[src/rtl/controlador_relogio.sv]
// Turn/time controller for a two-player chess clock. It sequences the game
// and emits tick, clear and increment pulses to the white and black counters.
module controlador_relogio #(
  parameter int TICK_DIV = 4,
  parameter int PW       = 3
) (
  input  logic       clock,
  input  logic       reset,
  input  logic       iniciar,
  input  logic       jogada,
  input  logic       pausa,
  input  logic       fim_b,
  input  logic       fim_p,
  output logic       zera_s,
  output logic       conta_b,
  output logic       conta_p,
  output logic       decresce_b,
  output logic       decresce_p,
  output logic       vez,
  output logic       pausado,
  output logic       fim_jogo,
  output logic       perdedor,
  output logic [2:0] estado_db
);

  localparam logic [2:0] INICIAL  = 3'd0;
  localparam logic [2:0] ZERA     = 3'd1;
  localparam logic [2:0] VEZ_B    = 3'd2;
  localparam logic [2:0] VEZ_P    = 3'd3;
  localparam logic [2:0] APLICA_B = 3'd4;
  localparam logic [2:0] APLICA_P = 3'd5;
  localparam logic [2:0] PAUSA    = 3'd6;
  localparam logic [2:0] FIM      = 3'd7;

  localparam logic [PW-1:0] PRESC_MAX = PW'(TICK_DIV - 1);

  logic [2:0]    estado_q, estado_d;
  logic [PW-1:0] presc_q, presc_d;
  logic          vez_q, vez_d;
  logic          perdedor_q, perdedor_d;

  logic          em_vez;
  logic          fim_vez;
  logic          tick;

  // Only the timeout flag of the side on turn matters; the other is ignored.
  always_comb begin
    em_vez  = (estado_q == VEZ_B) || (estado_q == VEZ_P);
    fim_vez = (estado_q == VEZ_P) ? fim_p : fim_b;
    tick    = em_vez && (presc_q == PRESC_MAX) && !fim_vez && !pausa && !jogada;
  end

  // NOTE: every variable assigned in a combinational block gets a default
  // first, so no path leaves it unassigned and no latch is inferred.
  always_comb begin
    estado_d   = estado_q;
    presc_d    = presc_q;
    vez_d      = vez_q;
    perdedor_d = perdedor_q;
    case (estado_q)
      INICIAL: begin
        if (iniciar) estado_d = ZERA;
      end
      ZERA: begin
        presc_d  = '0;
        vez_d    = 1'b0;
        estado_d = VEZ_B;
      end
      VEZ_B, VEZ_P: begin
        if (fim_vez) begin
          estado_d   = FIM;
          perdedor_d = (estado_q == VEZ_P);
        end else if (pausa) begin
          estado_d = PAUSA;
        end else if (jogada) begin
          // A tick coinciding with the move is dropped; the new turn starts fresh.
          presc_d  = '0;
          estado_d = (estado_q == VEZ_B) ? APLICA_B : APLICA_P;
        end else begin
          presc_d = (presc_q == PRESC_MAX) ? '0 : presc_q + PW'(1);
        end
      end
      APLICA_B: begin
        vez_d    = 1'b1;
        estado_d = VEZ_P;
      end
      APLICA_P: begin
        vez_d    = 1'b0;
        estado_d = VEZ_B;
      end
      PAUSA: begin
        if (iniciar)     estado_d = ZERA;
        else if (!pausa) estado_d = vez_q ? VEZ_P : VEZ_B;
      end
      FIM: begin
        if (iniciar) estado_d = ZERA;
      end
      default: estado_d = INICIAL;
    endcase
  end

  // NOTE: sequential state uses non-blocking assignments so all flops sample
  // their inputs from before the edge, independent of statement order.
  always_ff @(posedge clock) begin
    if (reset) begin
      estado_q   <= INICIAL;
      presc_q    <= '0;
      vez_q      <= 1'b0;
      perdedor_q <= 1'b0;
    end else begin
      estado_q   <= estado_d;
      presc_q    <= presc_d;
      vez_q      <= vez_d;
      perdedor_q <= perdedor_d;
    end
  end

  // Outputs are forced low while reset is asserted, whatever state is held.
  // During ZERA/APLICA the turn output already shows the side about to play.
  always_comb begin
    zera_s     = 1'b0;
    conta_b    = 1'b0;
    conta_p    = 1'b0;
    decresce_b = 1'b0;
    decresce_p = 1'b0;
    vez        = 1'b0;
    pausado    = 1'b0;
    fim_jogo   = 1'b0;
    perdedor   = 1'b0;
    estado_db  = INICIAL;
    if (!reset) begin
      zera_s     = (estado_q == ZERA);
      conta_b    = tick && (estado_q == VEZ_B);
      conta_p    = tick && (estado_q == VEZ_P);
      decresce_b = (estado_q == APLICA_B);
      decresce_p = (estado_q == APLICA_P);
      pausado    = (estado_q == PAUSA);
      fim_jogo   = (estado_q == FIM);
      perdedor   = perdedor_q;
      estado_db  = estado_q;
      case (estado_q)
        ZERA:     vez = 1'b0;
        APLICA_B: vez = 1'b1;
        APLICA_P: vez = 1'b0;
        default:  vez = vez_q;
      endcase
    end
  end

endmodule

[config.mk]
export PLATFORM = sky130hd
export DESIGN_NAME = controlador_relogio
export DESIGN_NICKNAME = d
export VERILOG_FILES = /design/src/rtl/controlador_relogio.sv
export SDC_FILE = /design/constraint.sdc
export NUM_CORES = 1
export LEC_CHECK = 0
export CAP_MARGIN = 20
export CORE_MARGIN = 5
export CORE_UTILIZATION = 39
export DETAILED_ROUTE_END_ITERATION = 7
export PLACE_DENSITY_LB_ADDON = 0.08
export RECOVER_POWER = 100
export SYNTH_ARGS = -nofsm -noshare
export SYNTH_HDL_FRONTEND = slang
export SYNTH_SLANG_ARGS = --single-unit
[constraint.sdc]
create_clock -name clock -period 1.25 [get_ports clock]
set_clock_uncertainty 0.1 [all_clocks]
set_input_delay 0.125 -clock clock [delete_from_list [all_inputs] [get_ports clock]]
set_output_delay 0.125 -clock clock [all_outputs]
set_load 0.01 [all_outputs]
== Word level (Yosys, flattened, before mapping) ==
Index checks and enable logic that the tools add are counted.
Cells by class
  add/sub/neg operators: 1
  eq/ne operators: 13
  mux-type cells: 26
  reduce and logical (&&, ||, !) cells: 18
Operators with widths (count)
  3-bit 2-to-1 mux: 11
  3-bit case mux with 5 select lines: 1
  3-bit equality test (second input constant): 4
  1-bit 2-to-1 mux: 12
  3-bit by 2-bit equality test with 1-bit output (second input constant): 3
  1-bit logical AND: 6
  3-bit case mux with 2 select lines: 1
  3-bit AND reduction: 2
  2-bit OR reduction: 3
  2-bit inequality test (second input constant): 2
  4-bit inequality test (second input constant): 1
  3-bit by 1-bit adder with 3-bit output (second input constant): 1
  3-bit by 1-bit equality test with 1-bit output (second input constant): 1
  1-bit zero test: 3
  3-bit zero test: 1
  3-bit inequality test (second input constant): 1
  2-bit by 1-bit inequality test with 1-bit output (second input constant): 1
  1-bit case mux with 2 select lines: 1
  2-bit AND reduction: 1
  2-bit nonzero test: 1
  1-bit logical OR: 1
Word-level totals
  register bits after elaboration: 8
  bits of input ports: 7

== Logic depth before layout (Yosys ltp) ==
Gate-level depths: netlist (run 1).
  word-level depth: 8
  gate-level depth with buffers: 5
  depth with buffers taken out: 5

== Worst setup path before layout (run 1) ==
OpenSTA, ideal clock, no wires.
  path type: reg-to-output
  start: reg estado_q[2]
  end: out conta_p
  arrival time: 1172 ps
  path slack: -147 ps
  stages on the path, launching flop included: 5
  path through: dfxtp_1 or3b_4 nor2_4 nand2_2 a211oi_2
On the way
  cells in the longest elaborated chain, start to end: 8
  elaborated cells on any way between the ends: 11
  those cells by class: eq/ne: 2; mux: 2; reduce/logical: 7
RTL lines
  start, declared: line 37  | logic [2:0] estado_q, estado_d;
  start signal, assigned: line 111  | estado_q <= estado_d;
  3-bit by 2-bit equality test with 1-bit output (on tied branches): line 48, 49, 134
  1-bit 2-to-1 mux or 1-bit logical OR (tied branches): line 49, 48
  1-bit zero test or 1-bit logical AND (tied branches): line 50  | tick = em_vez && (presc_q == PRESC_MAX) && !fim_vez && !pausa && !jogada;
  1-bit logical AND (3 in series): line 50
  1-bit logical AND *: line 134  | conta_p = tick && (estado_q == VEZ_P);
  1-bit 2-to-1 mux *: line 131  | if (!reset) begin
  end, declared: line 16  | output logic conta_p,
Mark *: on every way between the ends. The rest lies on a longest branch, timed or not.

== Final worst setup path (run 1) ==
  start: reg estado_q[1]
  end: out conta_p
The elaborated chain is that of the path after synthesis.

==> key figures, run 1 <==
Worst setup path
  – FF-to-FF End: estado_q[0]$_SDFFE_PP0P_
  – Worst r2r src: estado_q[1]$_SDFFE_PP0P_
  – Reg2Reg Depth: 7
  – CP Capture Type: primary output
  – FF-to-FF setup slack: -0.33 ns
  – WS Path Type: reg -> out
  – Startpoint Class: flip-flop
  – CP Data Arrival Time: between 1.5 and 2 ns
  – CP max FO: 2
  – Critical Path RT: around 1.0 ns

Job
  – Max cap viols: 0

Floorplanning
  – Die X: approximately 50 um
  – DIE HEIGHT: ~49 um
  – # rows: 14
  – Initial core utilization: about two fifths
  – Die Footprint: ~2400 um^2
  – CORE AREA: 1470 um^2
  – Ports: 19

Synthesis
  – Synth Register Bits: 8
  – Synth async-reset ratio: 0%
  – Synth Cell Area: between 500 and 600 um^2
  – Mean Syn Cell Area: just over 8 um^2
  – Main synth FF type: dfxtp_1
  – Ys Warns: 0
  – Syn Inst Count: between 70 and 80
  – Sequential area share after synthesis: between 20 and 30%
  – Post-synthesis cell type count: 37
  – Synth Net Count: 80
  – EDFF count, synth: 0

Cells and area
  – Share of layout cells above drive strength 1: 70.5%
  – Register area: ~170 um^2
  – Commonest non-fill, non-tap cell in the layout: buf_4
  – # fillers: just under 90
  – Ant diodes: 0
  – # nets final: between 100 and 150
  – Area occupied by multi-input gates: around 520 um^2
  – Area Growth Syn to Fin: 112%
  – Most frequent cells in the layout: buf_4, buf_6, buf_2

Timing
  – RSZ-0062 raised after global routing: true
  – Tmin final: between 1.5 and 2 ns
  – Final Max Tran Viols: 0
  – Final hold violation count: 0
  – Slew of the pin with the lowest slew margin: roughly 0.45 ns
  – Final setup fails: 18
  – Fmax: between 500 and 600 MHz
  – Final setup margin: -0.488 ns
  – Final worst-path cycle share: 139%
  – Setup TNS: -4.21 ns
  – Rel. slew slack: a little under 70%

Clock tree
  – Clock Latency Late Sink: roughly 0.25 ns
  – CTS tree: built
  – Clk root buf: clkbuf_4
  – Longest Clk Path Bufs: 2
  – Clock Pin Slew Worst Setup and Hold Paths: roughly 0.06 ns
  – Number of clock buffers inserted by TritonCTS: 3
  – CTS Sinks: 8
  – CTS H-Tree Depth: 1

Placement
  – Post-DP HPWL: between 1000 and 1500 um
  – Gp weighted congestion: slightly below 0.8
  – Port Buffers: 18
  – Dpl ws: -0.870 ns

Pwr
  – Leak: 0.577 nW
  – Maximum VDD drop: approximately 1.2 mV
  – Power per cell area: 1510 nW/um^2
  – Power Total: 0.00187 W

Run status
  – Outcome: complete, but fails checks
  – Violations in the final reports: setup timing

Detailed routing
  – Drt first pass iters: 4
  – ANT nets after route: 0
  – Vias post-DR: 806
  – Vias per cell: about 5.6
  – Residual DRC: 0
  – Routed length per instance: 17.4 um
  – First DRT Iteration DRCs: 17
  – DRT Wirelength: roughly 2500 um

Hold path
  – Hold path endpoint: estado_q[1]$_SDFFE_PP0P_
  – Hold Crit Class: in -> reg
  – Min-Delay Startpoint: jogada
  – Depth of the worst hold-timing path: 3

GRT
  – Global-route wire length before repair: between 3000 and 4000 um
  – GRT overflow: 0
  – Antenna violations before repair: 0
  – Total global-route track usage: roughly a fifth
  – Vias in the first global route: around 840
  – Largest net degree at the start of global routing: 12
-- synthesized netlist by cell type (2+ instances only) --
cell	count	share of area, %
nor3_1	7	6.0
nor2_1	6	3.8
or2b_1	2	2.6
a21oi_1	7	6.0
mux2i_1	2	3.4
inv_1	5	3.2
nor2b_1	3	3.2
nand2b_1	2	2.1
o21ai_0	3	2.6
dfxtp_1	8	27
-- worst max-delay path, stage by stage (launching register included) --
cell and delay, ns:
dfxtp_2 0.32, or3b_4 0.39, nor2_4 0.12, nand2_4 0.08, a211oi_2 0.17, buf_2 0.18
-- where the power goes --
| part | switching (W) | internal [W] |
|---|---|---|
| clock network | 0.0000915 | 0.000110 |
| registers | 0.0000377 | 0.000312 |
| logic | 0.000608 | 0.000714 |
-- logic make-up (layout without fill, tap and decap cells) --
logic type      Yosys count  in the layout  share of synthesized area, %
mux                       2              2                          3.42
simple gates             32             32                          36.1
buf+inv                   9             66                          7.91
fa+ha+maj                 1              1                          2.14
flops                     8              8                          27.3
compound gates           20             20                          23.1
-- registers in the layout, summed over array words and instances, names as in the netlist --
| name | flops |
|---|---|
| presc_q | 3 |
| perdedor_q | 1 |
| vez_q | 1 |
| estado_q | 3 |
-- cell type report --
type,instances,area share (%)
Clock buffer,3,1.82
Timing Repair Buffer,58,38.6
Multi-Input combinational cell,55,42.3
Tap cell,16,1.61
Sequential cell,8,13.7
Inverter,5,1.92
-- repair_timing --
item,in CTS,in global routing
hold buffers,0,0
endpoints found under the setup margin,19,19
setup buffers,8,9
pin swaps,7,10
gates resized for setup,82,30
-- per-layer routing --
metal | routed length (um) | vias up | track usage, % | part of all wire [%]
li1 | - | 374 | - | -
met1 | 1000 | 395 | 21.6 | 40
met2 | 1350 | 33 | 29.8 | 53
met3 | 161 | 4 | 4.60 | 6.4
met4 | 15 | 0 | 12.6 | 0.59
met5 | 0 | - | 0 | 0
-- per-stage QoR --
stage	utilization [%]	hold WS [ns]	std cells	area, um^2
2_1_floorplan	-	0.179	72	602
3_3_place_gp	65.4	0.365	127	962
3_5_place_dp	65.4	0.372	127	962
4_1_cts	77.1	0.314	138	1130
5_1_grt	84.3	0.169	145	1240
6_report	84.3	0.132	145	1240
-- worst max-delay path by stage --
| stage | startpoint | endpoint | slack [ns] | cells after the start |
|---|---|---|---|---|
| after floorplan | estado_q[2]$_SDFFE_PP0P_ | conta_p | -0.09 | 4 |
| after global placement | jogada | conta_p | -0.84 | 6 |
| after detailed placement | jogada | conta_p | -0.87 | 6 |
| after CTS | estado_q[1]$_SDFFE_PP0P_ | conta_p | -0.44 | 5 |
| after global routing | estado_q[1]$_SDFFE_PP0P_ | conta_p | -0.55 | 5 |
| final | estado_q[1]$_SDFFE_PP0P_ | conta_p | -0.49 | 5 |
Note: power is estimated with default switching activity, not from simulation.
==> inputs of run 2 (changes only) <==
--- a/config.mk
+++ b/config.mk
@@ -5,7 +5,7 @@
 export SDC_FILE = /design/constraint.sdc
 export NUM_CORES = 1
 export LEC_CHECK = 0
-export CAP_MARGIN = 20
+export CAP_MARGIN = 10
 export CORE_MARGIN = 5
 export CORE_UTILIZATION = 39
 export DETAILED_ROUTE_END_ITERATION = 7
==> results of run 2 <==
No change in the layout: final DEF, timing and power equal those of run 1.
